[config.mk]
export PLATFORM = sky130hd
export DESIGN_NAME = alu_writeback
export DESIGN_NICKNAME = d
export VERILOG_FILES = /design/src/rtl/alu_writeback_pkg.sv /design/src/rtl/alu_writeback_pipe_skid.sv /design/src/rtl/alu_writeback.sv
export SDC_FILE = /design/constraint.sdc
export NUM_CORES = 1
export LEC_CHECK = 0
export CELL_PAD_IN_SITES_DETAIL_PLACEMENT = 0
export CELL_PAD_IN_SITES_GLOBAL_PLACEMENT = 1
export CORE_MARGIN = 2
export CORE_UTILIZATION = 30
export CTS_CLUSTER_DIAMETER = 40
export CTS_CLUSTER_SIZE = 30
export DETAILED_ROUTE_END_ITERATION = 6
export GPL_TIMING_DRIVEN = 0
export PLACE_DENSITY_LB_ADDON = 0.1
export SLEW_MARGIN = 25
export SYNTH_ARGS = -nofsm -noshare
export SYNTH_HDL_FRONTEND = slang
export SYNTH_HIERARCHICAL = 1
export SYNTH_SLANG_ARGS = --single-unit
[constraint.sdc]
create_clock -name Clock -period 1.1 [get_ports Clock]
set_input_delay 0.22 -clock Clock [delete_from_list [all_inputs] [get_ports Clock]]
set_output_delay 0.22 -clock Clock [all_outputs]
set_load 0.03 [all_outputs]
[src/rtl/alu_writeback_pkg.sv]
// Shared opcode-level definitions: status flag bit positions, branch
// condition selector encoding and its evaluation against the status word.
package opcodes;

    // Bit positions of the flags inside the ALU Flags bus and the Status register
    localparam int unsigned FLAGS_Z = 0;
    localparam int unsigned FLAGS_N = 1;
    localparam int unsigned FLAGS_C = 2;
    localparam int unsigned FLAGS_V = 3;
    localparam int unsigned FLAGS_W = 4;

    // Branch condition selector used by the decoder
    typedef enum logic [2:0] {
        AL = 3'd0,
        EQ = 3'd1,
        NE = 3'd2,
        CS = 3'd3,
        CC = 3'd4,
        MI = 3'd5,
        PL = 3'd6,
        NV = 3'd7
    } branch_cond_t;

    // Evaluate a branch condition against a status word (V is not consulted)
    function automatic logic eval_cond(input branch_cond_t cond,
                                       input logic [FLAGS_W-1:0] status);
        logic result;
        result = 1'b0;
        case (cond)
            AL:      result = 1'b1;
            EQ:      result = status[FLAGS_Z];
            NE:      result = ~status[FLAGS_Z];
            CS:      result = status[FLAGS_C];
            CC:      result = ~status[FLAGS_C];
            MI:      result = status[FLAGS_N];
            PL:      result = ~status[FLAGS_N];
            NV:      result = 1'b0;
            default: result = 1'b0;
        endcase
        return result;
    endfunction

endpackage

[src/rtl/alu_writeback_pipe_skid.sv]
// Two-entry skid buffer with valid/ready handshake. Entry M is the head and
// drives the outputs directly; entry S catches one extra beat while M stalls.
// in_ready depends only on registered state, so it never forms a
// combinational path from out_ready back to the producer.
module pipe_skid #(
    parameter int unsigned PW = 8
) (
    input  logic          clock,
    input  logic          reset,
    input  logic          in_valid,
    output logic          in_ready,
    input  logic [PW-1:0] in_payload,
    output logic          out_valid,
    input  logic          out_ready,
    output logic [PW-1:0] out_payload
);

    logic [PW-1:0] m_payload;
    logic [PW-1:0] s_payload;
    logic          m_valid;
    logic          s_valid;
    logic          accept;
    logic          pop;

    // Handshake qualifiers for the current cycle
    always_comb begin
        accept = in_valid & ~s_valid;
        pop    = m_valid & out_ready;
    end

    // M/S update; S can only hold data while M does, so draining S always
    // goes through M and ordering is preserved
    always_ff @(posedge clock) begin
        if (reset) begin
            m_payload <= '0;
            s_payload <= '0;
            m_valid   <= 1'b0;
            s_valid   <= 1'b0;
        end else if (s_valid && pop) begin
            m_payload <= s_payload;
            s_valid   <= 1'b0;
        end else if (accept && (!m_valid || pop)) begin
            m_payload <= in_payload;
            m_valid   <= 1'b1;
        end else if (accept && m_valid && !pop) begin
            s_payload <= in_payload;
            s_valid   <= 1'b1;
        end else if (pop) begin
            m_valid   <= 1'b0;
        end
    end

    // Outputs come straight from registers
    always_comb begin
        in_ready    = ~s_valid;
        out_valid   = m_valid;
        out_payload = m_payload;
    end

endmodule

[src/rtl/alu_writeback.sv]
// Writeback stage behind the 16-bit ALU: buffers results for the register
// file write port, owns the architectural status register (Z, N, C, V),
// feeds the stored carry back to the ALU and evaluates branch conditions.
module alu_writeback
    import opcodes::*;
#(
    parameter int unsigned WIDTH = 16,
    parameter int unsigned AW    = 3
) (
    input  logic               Clock,
    input  logic               Reset,
    input  logic [WIDTH-1:0]   Result,
    input  logic [FLAGS_W-1:0] Flags,
    input  logic               InValid,
    output logic               InReady,
    input  logic               WrEn,
    input  logic [AW-1:0]      WrAddr,
    input  logic               FlagsEn,
    output logic               OutValid,
    input  logic               OutReady,
    output logic [WIDTH-1:0]   OutData,
    output logic [AW-1:0]      OutAddr,
    output logic               OutWrEn,
    output logic [FLAGS_W-1:0] Status,
    output logic               CarryOut,
    input  logic [2:0]         Cond,
    output logic               CondTrue
);

    localparam int unsigned PW = 1 + AW + WIDTH;

    logic [PW-1:0]      in_payload;
    logic [PW-1:0]      out_payload;
    logic               accept;
    logic [FLAGS_W-1:0] status_q;

    // Pack the write-port payload as {wren, addr, data}
    always_comb begin
        in_payload = {WrEn, WrAddr, Result};
    end

    pipe_skid #(
        .PW (PW)
    ) u_skid (
        .clock       (Clock),
        .reset       (Reset),
        .in_valid    (InValid),
        .in_ready    (InReady),
        .in_payload  (in_payload),
        .out_valid   (OutValid),
        .out_ready   (OutReady),
        .out_payload (out_payload)
    );

    // Unpack the head entry onto the register-file write port
    always_comb begin
        OutWrEn = out_payload[PW-1];
        OutAddr = out_payload[WIDTH +: AW];
        OutData = out_payload[WIDTH-1:0];
        accept  = InValid & InReady;
    end

    // Flags commit at acceptance, not at pop, so a dependent ADC/SUC sees the
    // new carry on the next cycle even while the write port is stalled
    always_ff @(posedge Clock) begin
        if (Reset) begin
            status_q <= '0;
        end else if (accept && FlagsEn) begin
            status_q <= Flags;
        end
    end

    // Status export, carry feedback and branch condition evaluation
    always_comb begin
        Status   = status_q;
        CarryOut = status_q[FLAGS_C];
        CondTrue = eval_cond(branch_cond_t'(Cond), status_q);
    end

endmodule

## Word-level counts from Yosys, hierarchy flattened

Cells that the tools add are included.

| cells by class | value |
|---|---|
| multipliers | 0 |
| bitwise logic cells | 8 |
| add/subtract/negate cells | 0 |
| equality and inequality tests | 8 |
| divide/modulo/power cells | 0 |
| magnitude comparators | 0 |
| shift-type cells | 0 |
| multiplexer cells | 6 |
| reduce and logical (&&, ||, !) cells | 15 |

Operators with widths:

| cell | count |
|---|---|
| $mux W20 | 2 |
| $eq A3 B3 Y1 const B | 4 |
| $pmux W1 S8 | 1 |
| $eq A3 B2 Y1 const B | 2 |
| $not A1 Y1 | 6 |
| $reduce_and A3 Y1 | 2 |
| $logic_and A1 B1 Y1 | 5 |
| $reduce_bool A2 Y1 | 2 |
| $eq A3 B1 Y1 const B | 1 |
| $logic_not A3 Y1 | 1 |
| $mux W1 | 3 |
| $and A1 B1 Y1 | 2 |
| $logic_not A1 Y1 | 2 |
| $ne A2 B1 Y1 const B | 1 |
| $reduce_and A2 Y1 | 1 |
| $reduce_or A2 Y1 | 1 |
| $logic_or A1 B1 Y1 | 1 |

| storage, ports and cells | value |
|---|---|
| output and inout bits | 28 |
| latch bits | 0 |
| ROM bits | 0 |
| memories | 0 |
| bits in registers | 46 |
| bits of input ports | 32 |
| bits in writable memories | 0 |

## Logic depth before layout (Yosys ltp)

| logic depth | value |
|---|---|
| depth after elaboration | 6 |
| depth in mapped cells | 4 |
| gate-level depth less buffers | 4 |

## Cells and area by module

Netlist, hierarchy kept.

Modules (own cells, without submodules):

| module | area an instance (um2) | cells each | times used |
|---|---|---|---|
| pipe_skid | 1670.4 | 191 | 1 |
| alu_writeback | 212.7 | 23 | 1 |

## Worst setup path before layout

OpenSTA, ideal clock, no wires.

| timing path | value |
|---|---|
| path kind | register to output |
| from | reg status_q[0], in the netlist Status[0] |
| to | out CondTrue |
| data required time | 0.880 ns |
| stages on the path, launching flop included | 4 |
| arrival time | 1.324 ns |
| slack | -0.444 ns |
| cells stage by stage | dfxtp_1 -> mux2i_1 -> a211oi_1 -> a21oi_1 |

| on the way | value |
|---|---|
| cells in the longest elaborated chain, start to end | 2 |

Ends and longest elaborated chain:

| what | line | text |
|---|---|---|
| start: declaration | alu_writeback.sv:35 | `logic [FLAGS_W-1:0] status_q;` |
| start signal: assignment | alu_writeback.sv:69 | `status_q <= Flags;` |
| $not A1 Y1 | alu_writeback_pkg.sv:32 | `NE: result = ~status[FLAGS_Z];` |
| $pmux W1 S8 (*) | alu_writeback_pkg.sv:29 | `case (cond)` |
| end: declaration | alu_writeback.sv:27 | `output logic CondTrue` |

Mark *: on every way between the ends. The rest lies on a longest branch, timed or not.

## Final worst setup path

Same ends and word-level chain as after synthesis.

==> reports/results.ini <==
[status]
status = finished, violations left
violations = setup timing

[global_routing]
grt_pass1_wl_um = 8710
grt_overflow_total = 0
grt_start_max_net_pins = 16
track_usage_pct = 15.6
grt_pass1_vias = 1697
antenna_found_initial = 0

[min_path]
min_path_type = in -> reg
hold_depth = 2
hold_end = Status[2]$_SDFFE_PP0P_
worstHoldStart = Reset

[sta]
rsz0062_at_grt = true
finClkSkew_ns = 0.00434
fin_crit_ns = 1.64
worstMarginPinSlew_ns = 0.428
drv_slew = 0
maxSlewHeadroom_pct = 71.4
fin_crit_sh_pct = 149
fmax_mhz = 609
setup_slack_ns = -0.543
final-setup-viol-count = 45
finalHoldViolCount = 0

[clock_network]
cts_max_level = 2
cts_inserted_buffers = 5
cts_tree = built
root_buffer = clkbuf_8
cts.sinks = 46
clkLatencyLatePin_ns = 0.30
path_clk_slew_ns = 0.09
clock_path_buffers = 2

[drt]
ant_nets = 0
wl_um = 5760
top_layer_used = met4
dr_wl_met3_um = 249
m1WireLength_um = 2710
vias = 1802
dr.pass1.iters = 4
viasPerCell = 4.87
routedWlPerCell_um = 15.6
route.met2.wl_um = 2750
detail_route.iter0.violations = 74
route.detailed.drc = 0

[finish]
drive_above_1_share_pct = 41.4
final_area_sq_um = 3150
final_common_cell = dfxtp_1
n_fill_cell = 565
syn_to_final_growth_pct = 67.1
finish.utilization_pct = 52.5
final_nets = 326
most-common-layout-cells = dfxtp_1, clkdlybuf4s50_1, nand2_1
diodes = 0

[power_and_ir_drop]
seqPwrFrac_pct = 43.4
swShare_pct = 28.1
leakagePower_nw = 1.27
p_total_mw = 4.22
p_int_mw = 3.03
netSwitchingPower_mw = 1.18
power.density_nw_per_um2 = 1340
p_comb_share_pct = 22.7
ir_worst_vdd_uv = 1040
power_frac_clock_pct = 34.0

[worst_setup_path]
r2r-start = u_skid/s_valid$_SDFFE_PP0P_
ff2ff_setup_slack_ns = -0.10
required_ns = 0.88
critPathKind = reg -> out
path_buf_inv = 1
start_kind = flop
cp_max_fo = 4
slowest_delay_ns = 0.38
path_cells = mux2_4 -> a211oi_4 -> a21oi_4 -> buf_6
cp_slowest_cell = dfxtp_4
ff2ff_path_depth = 5
r2r_end = u_skid/out_payload[7]$_SDFFE_PP0P_
cp.arrival_ns = 1.42
cp-end-kind = output port
critPathTopFamily = flip-flops

[synthesis]
synth-seq-cells = 46
syn_avg_cell_area_sq_um = 8.80
synthesis.area_sq_um = 1880
yosysWarnings = 6
synthCells = 214
yosysSeqAreaShare_pct = 48.9
synth_nets = 246
synth_cell_types = 22

[floorplanning]
std_cell_rows = 28
die_h_um = 83.2
die_w_um = 83.2
pin_count = 60
core-area_sq_um = 5990
fp.dieArea_sq_um = 6930
start_util_pct = 31.4

[placed_design]
place_area_sq_um = 2610
gp_congestion = 0.733
port_buffers = 59
dpl.hpwl_um = 3420
pre_cts_ws_ns = -0.988

[job]
max_cap_viol_count = 0

[registers in the layout, summed over array words and instances (netlist names)]
register and cells:
u_skid/s_payload 20, Status 4, u_skid/out_valid 1, u_skid/out_payload 20, u_skid/s_valid 1
[routing by layer]
metal	GRT usage, %	vias to the layer above
met1	19.9	853
li1	-	897
met4	4.47	0
met5	0	-
met2	26.2	47
met3	3.68	5
[worst max path at each step]
stage                                start  cells after the start  slack (ns)       end
floorplan           Status[0]$_SDFFE_PP0P_                      3       -0.16  CondTrue
global placement                   Cond[0]                      5       -1.00  CondTrue
detailed placement                 Cond[0]                      5       -0.99  CondTrue
CTS                 Status[0]$_SDFFE_PP0P_                      4       -0.54  CondTrue
global route        Status[0]$_SDFFE_PP0P_                      4       -0.61  CondTrue
finish              Status[0]$_SDFFE_PP0P_                      4       -0.54  CondTrue
[area by class of cell]
cell class,instances,area (sq um),share of cell area (%)
Sequential cell,46,937,29.8
Inverter,23,98.8,3.14
Clock inverter,2,38.8,1.23
Timing Repair Buffer,73,682,21.7
Multi-Input combinational cell,129,1040,33.2
Tap cell,75,93.8,2.98
Clock buffer,6,93.8,2.98
Buffer,16,159,5.05
[synth_stat cells, drive strengths merged]
cell type   n  share of area [%]
clkbuf      5                1.0
and3        1               0.33
nor2        5                1.0
nand4bb     1               0.60
o221a      20                 12
a21oi      43                 11
mux2i       5                2.7
a32oi       1               0.47
mux2        1               0.60
a21boi      1               0.60
and4bb      1               0.66
or2b        2               0.80
a211oi      2               0.80
inv        23                4.6
nand2      41                8.2
nand3       2               0.53
buf        11                4.0
dfxtp      46                 49
nand2b      2               0.66
o21ai       1               0.27
[power by group through the flow]
stage                     clock network (mW)  registers (mW)  logic, mW
after floorplan                            0            2.02      0.275
after global placement                     0            1.87      0.807
after detailed placement                   0            1.87      0.807
after CTS                               1.46            1.83      0.884
after global routing                    1.53            1.84       1.01
final                                   1.43            1.83      0.957
[kinds of logic (layout without fill, tap and decap cells)]
group	Yosys count	after routing	synth area share [%]
flops	46	46	48.9
buf+inv	39	120	9.57
mux	6	6	3.26
compound gates	68	68	25.5
simple gates	55	55	12.8
[through the flow]
step	std cells	hold slack (ns)	setup TNS [ns]
3_3_place_gp	348	0.442	-33.76
6_report	370	0.318	-3.44
5_1_grt	370	0.309	-5.05
3_5_place_dp	348	0.448	-34.99
4_1_cts	367	0.304	-3.15
2_1_floorplan	214	0.283	-0.233
[worst reg2reg max path, delay by kind of cell (launching register included)]
kind | cells | cell delay (ns)
compound gates | 2 | 0.37
simple gates | 1 | 0.16
flops | 1 | 0.38
buf+inv | 2 | 0.25
[what timing repair did]
action,in CTS,in global routing
gates cloned,4,1
hold buffers,0,0
pin swaps,14,32
endpoints found under the setup margin,74,59
resized for setup,197,85
buffers inserted,7,4
Note: power is estimated with default switching activity, not from simulation.
